File: src/rtl/rr_priority_pick.sv
//------------------------------------------------------------------------------
// rr_priority_pick: picks the first set request after last_ptr, wrapping mod NREQ.
// Rev 1.0
//------------------------------------------------------------------------------
`default_nettype none

module rr_priority_pick #(
  parameter int NREQ = 4,
  parameter int IW   = (NREQ > 1) ? $clog2(NREQ) : 1
) (
  input  logic [NREQ-1:0] req,
  input  logic [IW-1:0]   last_ptr,
  output logic            found,
  output logic [IW-1:0]   idx
);

  localparam logic [IW:0] NREQ_W = (IW+1)'(NREQ);

  logic [IW:0]       start;
  logic [IW:0]       pos;
  logic [IW:0]       sum_raw;
  logic [IW:0]       sum_wrap;
  logic [2*NREQ-1:0] dbl;
  logic [NREQ-1:0]   rot;

  // rot[0] is the request just after last_ptr, so a plain lowest-bit encode gives round-robin order
  always_comb begin
    start = {1'b0, last_ptr} + (IW+1)'(1);
    dbl   = {req, req} >> start;
    rot   = dbl[NREQ-1:0];
    pos   = '0;
    for (int i = NREQ-1; i >= 0; i--) begin
      if (rot[i]) pos = (IW+1)'(i);
    end
    sum_raw  = start + pos;
    sum_wrap = (sum_raw >= NREQ_W) ? (sum_raw - NREQ_W) : sum_raw;
    found    = |req;
    idx      = sum_wrap[IW-1:0];
  end

endmodule

`default_nettype wire

File: src/rtl/fifo_rr_arbiter.sv
//------------------------------------------------------------------------------
// fifo_rr_arbiter: round-robin, burst-locked sharing of one FIFO enqueue port.
// Rev 1.0
//------------------------------------------------------------------------------
`default_nettype none

module fifo_rr_arbiter #(
  parameter  int WIDTH     = 32,
  parameter  int NREQ      = 4,
  parameter  int MAX_BURST = 4,
  localparam int IW        = (NREQ > 1) ? $clog2(NREQ) : 1,
  localparam int BW        = $clog2(MAX_BURST + 1)
) (
  input  logic                  clk,
  input  logic                  rst,
  input  logic [NREQ-1:0]       req_valid,
  input  logic [NREQ*WIDTH-1:0] req_data,
  output logic [NREQ-1:0]       req_ready,
  output logic                  enq_valid,
  output logic [WIDTH-1:0]      enq_data,
  input  logic                  enq_ready,
  output logic                  grant_valid,
  output logic [IW-1:0]         grant_idx,
  output logic [BW-1:0]         beat_count
);

  typedef enum logic {
    S_IDLE  = 1'b0,
    S_GRANT = 1'b1
  } state_t;

  localparam logic [BW-1:0] LAST_BEAT    = BW'(MAX_BURST - 1);
  localparam logic [IW-1:0] LAST_PTR_RST = IW'(NREQ - 1);

  state_t           state;
  logic [IW-1:0]    last_ptr;
  logic             pick_found;
  logic [IW-1:0]    pick_idx;
  logic             xfer;
  logic [WIDTH-1:0] data_arr [NREQ];

  generate
    for (genvar i = 0; i < NREQ; i++) begin : g_unpack
      assign data_arr[i] = req_data[i*WIDTH +: WIDTH];
    end
  endgenerate

  rr_priority_pick #(
    .NREQ (NREQ),
    .IW   (IW)
  ) u_pick (
    .req      (req_valid),
    .last_ptr (last_ptr),
    .found    (pick_found),
    .idx      (pick_idx)
  );

  // The granted requester is wired straight through, so ready/valid keep zero-cycle coupling
  always_comb begin
    enq_valid   = 1'b0;
    enq_data    = '0;
    req_ready   = '0;
    grant_valid = 1'b0;
    if (state == S_GRANT) begin
      enq_valid            = req_valid[grant_idx];
      enq_data             = data_arr[grant_idx];
      req_ready[grant_idx] = enq_ready;
      grant_valid          = 1'b1;
    end
  end

  assign xfer = enq_valid & enq_ready;

  always_ff @(posedge clk or negedge rst) begin
    if (!rst) begin
      state      <= S_IDLE;
      grant_idx  <= '0;
      last_ptr   <= LAST_PTR_RST;
      beat_count <= '0;
    end else begin
      case (state)
        S_IDLE: begin
          if (pick_found) begin
            state      <= S_GRANT;
            grant_idx  <= pick_idx;
            last_ptr   <= pick_idx;
            beat_count <= '0;
          end
        end
        S_GRANT: begin
          if (xfer) begin
            if (beat_count == LAST_BEAT) begin
              state      <= S_IDLE;
              beat_count <= '0;
            end else begin
              beat_count <= beat_count + BW'(1);
            end
          end else if (!req_valid[grant_idx]) begin
            // voluntary release keeps the partial beat count visible while idle
            state <= S_IDLE;
          end
        end
        default: state <= S_IDLE;
      endcase
    end
  end

endmodule

`default_nettype wire

File: config.mk
export PLATFORM = sky130hd
export DESIGN_NAME = fifo_rr_arbiter
export DESIGN_NICKNAME = d
export VERILOG_FILES = /design/src/rtl/rr_priority_pick.sv /design/src/rtl/fifo_rr_arbiter.sv
export SDC_FILE = /design/constraint.sdc
export NUM_CORES = 1
export LEC_CHECK = 0
export CAP_MARGIN = 0
export CORE_UTILIZATION = 31
export CTS_BUF_LIST = sky130_fd_sc_hd__clkbuf_2
export CTS_CLUSTER_DIAMETER = 200
export CTS_CLUSTER_SIZE = 8
export DETAILED_ROUTE_END_ITERATION = 8
export HOLD_SLACK_MARGIN = 0.12
export PLACE_DENSITY = 0.95
export RECOVER_POWER = 50
export SYNTH_ARGS = -nofsm -noshare
export SYNTH_HDL_FRONTEND = slang
export SYNTH_SLANG_ARGS = --single-unit
File: constraint.sdc
create_clock -name clk -period 4.4 [get_ports clk]
set_input_delay 1.32 -clock clk [delete_from_list [all_inputs] [get_ports clk]]
set_output_delay 1.32 -clock clk [all_outputs]
set_load 0.02 [all_outputs]
# Yosys cells after proc, flatten, opt, wreduce, memory -nomap -nowiden
# Cells that the tools add are included.
# Widths: inputs -> output; s select.
# op_classes
n_addsub,4
n_lt_le_gt_ge,4
n_eq_ne,3
shift,1
n_mux,25
n_bitwise,4
reduce_logical,4
# op_table
op,count
$mux 32,3
$bmux 32 s2,1
$mux 2,5
$mux 3,3
$mux 1,8
$shr 8x3->4,1
$ge 3x3->1 const B,2
$pmux 3 s2,1
$and 4x4->4,1
$mux 4,1
$reduce_and 2->1,2
$reduce_or 4->1,1
$add 2x1->3 const B,1
$add 3x1->3 const B,1
$add 3x2->3,1
$eq 3x2->1 const B,1
$lt 2x3->1 const B,1
$not 2->3,1
$bmux 1 s2,1
$demux 1 s2,1
$ge 2x1->1 const B,1
$ne 2x1->1 const B,1
$ne 2x2->1 const B,1
$pmux 1 s2,1
other kinds (4),4
# word_totals
register_bits,8
in_bits,135
output_inout_bits,43
wordCells,49

# Depth between registers and ports, before layout
# Gate-level depths: netlist (run 1).
# logic_depth
depth_word,9
depth_mapped,10
depth_no_buf,9

# Hierarchy
# From an unflattened synthesis (run 1), not the netlist that was laid out.
# hier_totals
hier_cells,150
hier_area_um2,1639.1
# by_module_without_submodules
module,n_inst,cells_per_inst,area_per_inst_um2,seq_area_each_um2
fifo_rr_arbiter,1,124,1463.9,202.7
rr_priority_pick,1,26,175.2,0.0

# Least setup slack after synthesis (run 1)
# Ideal clock, no wire load.
# synth_timing
path_kind,input -> output
startpoint,input port req_valid[1]
endpoint,output port enq_valid
t_arrival_ps,2053
required_ps,3080
setup_slack_ps,1027
cell_stages,2
n_path_buf,0
cell_sequence,mux4_1 -> and2_1
# synth_between
elab_chain_cells,3
# synth_lines
item,line,rtl
start: declaration,fifo_rr_arbiter.sv:16,"input logic [NREQ-1:0] req_valid,"
$bmux 1 s2,fifo_rr_arbiter.sv:65,enq_valid = req_valid[grant_idx];
$mux 1 (not written as such),fifo_rr_arbiter.sv:65,
$mux 1,fifo_rr_arbiter.sv:64,if (state == S_GRANT) begin
end: declaration,fifo_rr_arbiter.sv:19,"output logic enq_valid,"
# No other way between the ends. The select of a mux whose other input is x is not followed.

# Worst setup path in the final report (run 1)
# Same ends and word-level chain as after synthesis.

==> run metrics, run 1 <==
outcome complete, no violations; placed instance area 0.00347 mm^2; Initial Utilization 0.331; EDFF count, synth 0; # diodes 0; clock network power share 0.030; antenna violations before repair 0; Via density 5.13; Clock Sinks 8; DRC errors left 0; Die Width 74.0 um; Final setup violation count 0; final hold violations 0; flops & latches, synth 8; switching part of the total 0.446; syn_area_per_cell 10.9 um^2; f_max 0.229 GHz; first-pass GRT wire length 10.5 mm; Worst Skew 9.36 ps; Reg power frac 0.114; critical path class input port to primary output; fin crit share 0.990; TNS Setup 0 ps; H-Tree Depth 1; Fillers 353; Lkg Pwr 1.32 nW; Psw 0.819 mW; core area 0.00485 mm^2; Seq/Total Area, Yosys 0.126; Synth Net Count 284; Mapped Cells 147; Worst-Skew Late Latency 260 ps; crit path DAT 3040 ps; number of distinct library cells after synthesis 34; initial detailed-routing violation count 65; Syn. warnings 0; Synth Cell Area 0.00161 mm^2; CP Launch Type input port; Reg clk slew, reported paths 100 ps; Final Critical Period 4360 ps; Top FF cell, synth dfrtp_1; commonest non-fill, non-tap cell in the layout clkdlybuf4s50_1; Port Buffers 177; WL/cell 18.8 um; CTS root buf clkbuf_2; largest net degree at the start of global routing 33; flop-to-flop setup slack 2270 ps; Detailed Place HPWL 6.25 mm; vias after detailed routing 1995; Post-Route WL 7.31 mm; Worst Max-Slew Pin Slew 662 ps; Comb pwr share 0.856; area grow syn2layout 117%; TritonRoute pass-1 iters 4; gp weighted congestion 0.870; Post-CTS Hold Buffers 0; total gr overflow 0; slew margin rel. 0.559; RSZ-0062 raised after global routing no; cell-internal power 1.02 mW; CP endpoint kind primary output; Final Max Tran Viols 0; ys async rst share 1.00; CTS tree built; final instance area 0.00348 mm^2; clock buffer depth 2; Hold/Removal Path Class flip-flop to flip-flop; Max-cap violations 0; Worst Path Required 3080 ps; commonest cells after routing, fill and taps aside clkdlybuf4s50_1 (165), and2_1 (34), mux4_2 (32); postcts setup bufs 0; Nets 460; I/O pin count 178; die area 0.00547 mm^2; Final Util 0.718; die height 74.0 um; CTS resizes 0; vias in the first global route 2096; row count 25; Power Density 528 mW/mm^2; Post-DRT Antenna Nets 0; TritonCTS Buffers 3; share of post-route cells with drive strength above 1 0.155; Max IR drop VDD 0.482 mV; Total Routing Usage GR 0.260; worst-path fanout max 2
[final timing paths]
check / depth (start not counted) / from / endpoint
setup / recovery: 4 / req_valid[1] / enq_valid
hold / removal: 1 / beat_count[2]$_DFFE_PN0P_ / beat_count[2]$_DFFE_PN0P_
setup reg to reg: 5 / state$_DFF_PN0_ / last_ptr[1]$_DFFE_PN1P_
hold reg to reg: 1 / beat_count[2]$_DFFE_PN0P_ / beat_count[2]$_DFFE_PN0P_
max in group asynchronous: 1 / rst / last_ptr[1]$_DFFE_PN1P_
min in group asynchronous: 1 / rst / beat_count[2]$_DFFE_PN0P_
[per-layer routing]
metal	GRT usage	share of wire
met1	0.259	0.32
met2	0.482	0.55
met3	0.0854	0.098
met4	0.130	0.037
met5	0	0
[logic make-up (layout without fill, tap and decap cells)]
| group | Yosys count | count (layout) | share of synthesized area |
|---|---|---|---|
| AND/OR/NAND/NOR | 65 | 65 | 0.233 |
| multiplexers | 35 | 35 | 0.477 |
| AO/OA/AOI/OAI | 17 | 17 | 0.0826 |
| buffers and inverters | 17 | 192 | 0.0491 |
| flip-flops | 8 | 8 | 0.126 |
| XOR/XNOR | 3 | 3 | 0.0164 |
| adder cells (fa/ha/maj) | 2 | 2 | 0.0156 |
[synthesized netlist by cell type (3+ instances only)]
cell      instances  area (um^2)
and2_1           34          213
mux4_2           32          721
nor2_1           10         37.5
clkbuf_1          7         26.3
a21oi_1           6         30.0
buf_2             6         30.0
dfrtp_1           6          150
nand2_1           6         22.5
nand3_1           4         20.0
inv_1             3         11.3
nor2b_1           3         18.8
[stage by stage]
stage	worst slack, ps	total power, mW	instances	hold WS, ps
2_1_floorplan	1030	1.15	147	620
3_3_place_gp	41.9	1.76	385	514
3_5_place_dp	44.1	1.82	385	531
4_1_cts	39.0	1.88	389	562
5_1_grt	3.82	1.96	389	592
6_report	42.6	1.84	389	558
[state kept, by name, summed over array words and instances (netlist names)]
signal,count
last_ptr,2
grant_idx,2
beat_count,3
state,1
[final cells by class]
class / instances / area [um^2] / area share
sequential: 8 / 203 / 0.0583
timing repair buffer: 185 / 1840 / 0.528
tap: 67 / 83.8 / 0.0241
multi-input combinational: 122 / 1330 / 0.381
clock buffer: 4 / 20.0 / 0.00575
inverter: 3 / 11.3 / 0.00324
[worst max-delay path: stages]
cell,delay (ps)
clkdlybuf4s50_1,410
mux4_1,560
and2_1,200
clkdlybuf4s50_1,540
[power by group through the flow]
stage / clock [mW] / sequential (mW) / combinational, mW
after global routing: 0.0601 / 0.223 / 1.67
final: 0.0551 / 0.209 / 1.57
after CTS: 0.0578 / 0.214 / 1.61
after floorplan: 0 / 0.155 / 0.997
after detailed placement: 0 / 0.215 / 1.60
after global placement: 0 / 0.213 / 1.55
No activity file was read; power rests on OpenSTA's default activity.
==> run 2, diff against run 1 <==
--- a/config.mk
+++ b/config.mk
@@ -11,6 +11,7 @@
 export CTS_CLUSTER_DIAMETER = 200
 export CTS_CLUSTER_SIZE = 8
 export DETAILED_ROUTE_END_ITERATION = 8
+export GPL_TIMING_DRIVEN = 0
 export HOLD_SLACK_MARGIN = 0.12
 export PLACE_DENSITY = 0.95
 export RECOVER_POWER = 50
==> run 2 against run 1 <==
Sequential share of layout area about the same. Register-to-register slack better by 90 ps. First-iteration DRC count decreased by 12%. Count of clock-buffer cells in the layout unchanged. Power grew 0.58%. Hold slack lost 22 ps.
==> run metrics, run 2 (synthesized netlist as in run 1, its figures left out) <==
RSZ-0062 raised after global routing no; slew margin rel. 0.632 (+0.0731); worst setup margin 110 ps (+67.0 ps); Fillers 358 (+1.4%); TNS Setup 0 ps (unchanged); TritonCTS Buffers 3 (unchanged); critical path class input port to primary output; worst slack at placement -174 ps (-218 ps); worst-path fanout max 1 (-1); row count 25 (unchanged); final instance area 0.00347 mm^2 (-0.18%); Reg clk slew, reported paths 90 ps (about the same); antenna violations before repair 0 (unchanged); Inst Count DP 391 (+1.6%); Final setup violation count 0 (unchanged); Final Max Tran Viols 0 (unchanged); Final Util 0.716 (-0.00129); total gr overflow 0 (unchanged); hold path endpoint beat_count[0]$_DFFE_PN0P_; register area 203 um^2 (unchanged); largest registers beat_count x3, grant_idx x2, last_ptr x2; area of the multi-input gates 0.00132 mm^2 (-0.28%); Worst-Skew Late Latency 260 ps (about the same); Via density 5.14 (+0.26%); Final Critical Period 4290 ps (-67.0 ps); CTS root buf clkbuf_2; Detailed Place HPWL 6.54 mm (+4.6%); Lkg Pwr 1.32 nW (+0.29%); commonest cells after routing, fill and taps aside clkdlybuf4s50_1 (159), mux4_2 (33), and2_1 (33); Post-CTS Hold Buffers 0 (unchanged); Reg with most FFs beat_count; Worst Max-Slew Pin Slew 552 ps (-110 ps); flop-to-flop setup slack 2360 ps (+90 ps); Post-DRT Antenna Nets 0 (unchanged); Worst Path Required 3080 ps (about the same); die height 74.0 um (unchanged); Total Power 1.85 mW (+0.58%); WL/cell 19.0 um (+0.88%); Hold Path Cell Cnt 1 (unchanged); gp weighted congestion 0.870 (about the same); Clock Sinks 8 (unchanged); Power Density 532 mW/mm^2 (+0.76%); Port Buffers 177 (unchanged); vias after detailed routing 2031 (+1.8%); Die Width 74.0 um (unchanged); max reg flops 3 (unchanged); TritonRoute pass-1 iters 6 (+2); f_max 0.233 GHz (+1.6%); Worst Skew 8.38 ps (-0.983 ps); # diodes 0 (unchanged); Final Non-Filler Cells 395 (+1.5%); I/O pin count 178 (unchanged); Initial Utilization 0.331 (unchanged); Nets 466 (+1.3%); CP Launch Type input port; CTS tree built; core area 0.00485 mm^2 (unchanged); final hold violations 0 (unchanged); CP endpoint kind primary output; vias in the first global route 2169 (+3.5%); hold slack 536 ps (-22.1 ps); share of post-route cells with drive strength above 1 0.159 (+0.00326); first-pass GRT wire length 10.9 mm (+3.4%); r2r endpoint grant_idx[1]$_DFFE_PN0P_; reg2reg start last_ptr[0]$_DFFE_PN1P_; postcts setup bufs 0 (unchanged); Hold/Removal Path Class flip-flop to flip-flop; outcome complete, no violations; Post-Route WL 7.49 mm (+2.4%); commonest non-fill, non-tap cell in the layout clkdlybuf4s50_1; H-Tree Depth 1 (unchanged); Total Routing Usage GR 0.268 (+0.00819); die area 0.00547 mm^2 (unchanged); initial detailed-routing violation count 57 (-12%); largest net degree at the start of global routing 11 (-67%); Max-cap violations 0 (unchanged); path depth of the worst reg2reg path 9 (+4); HP Start beat_count[0]$_DFFE_PN0P_; clock buffer depth 2 (unchanged); placed instance area 0.00346 mm^2 (-0.18%); DRC errors left 0 (unchanged); Max IR drop VDD 0.465 mV (-3.6%); area grow syn2layout 116%; fin crit share 0.975 (-0.0152); crit path DAT 2970 ps (-70 ps); CTS resizes 5 (+5)
-- run 2: cell count changes in the layout (fill, tap and decap cells not counted), sizes merged --
cell           delta
clkbuf            +5
clkdlybuf4s50     -6
buf               +1
dlygate4sd3       +2
dlygate4sd2       +4
-- run 2: layout make-up --
| cell class | instances | share of cell area |
|---|---|---|
| repair buffers | 177 | 0.509 |
| inverters | 3 | 0.00324 |
| clock buffers | 4 | 0.00576 |
| multi-input cells | 122 | 0.380 |
| well taps | 67 | 0.0241 |
| flip-flops and latches | 8 | 0.0584 |
| plain buffers | 14 | 0.0195 |
-- run 2: how the worst max path moves through the flow --
stage	from	to	cells after the start
global route	req_data[115]	enq_data[19]	4
CTS	req_data[102]	enq_data[6]	4
floorplan	req_valid[1]	enq_valid	2
finish	req_data[101]	enq_data[5]	4
detailed placement	req_valid[2]	enq_valid	4
global placement	req_valid[2]	enq_valid	4
-- run 2: critical path, stage by stage --
cell and delay (ps):
clkdlybuf4s50_1 400, mux4_2 450, and2_1 160, dlygate4sd3_1 640
-- run 2: where the power goes --
group          switching, mW  leakage (nW)  internal (mW)  total, mW
Combinational          0.780          1.21          0.882       1.66
Clock                 0.0296        0.0166         0.0241     0.0537
Sequential            0.0185        0.0964          0.112      0.131
Total                  0.828          1.32           1.02       1.85
-- run 2: layer usage --
metal	up-vias	global-route usage	part of all wire
met4	0	0.105	0.035
met1	984	0.264	0.33
met2	95	0.525	0.55
li1	929	-	-
met3	23	0.0745	0.089
met5	-	0	0
==> run 3, diff against run 2 <==
--- a/config.mk
+++ b/config.mk
@@ -5,6 +5,7 @@
 export SDC_FILE = /design/constraint.sdc
 export NUM_CORES = 1
 export LEC_CHECK = 0
+export ABC_CLOCK_PERIOD_IN_PS = 4400
 export CAP_MARGIN = 0
 export CORE_UTILIZATION = 31
 export CTS_BUF_LIST = sky130_fd_sc_hd__clkbuf_2
==> results of run 3 <==
No change in the layout: final DEF, timing and power equal those of run 2.
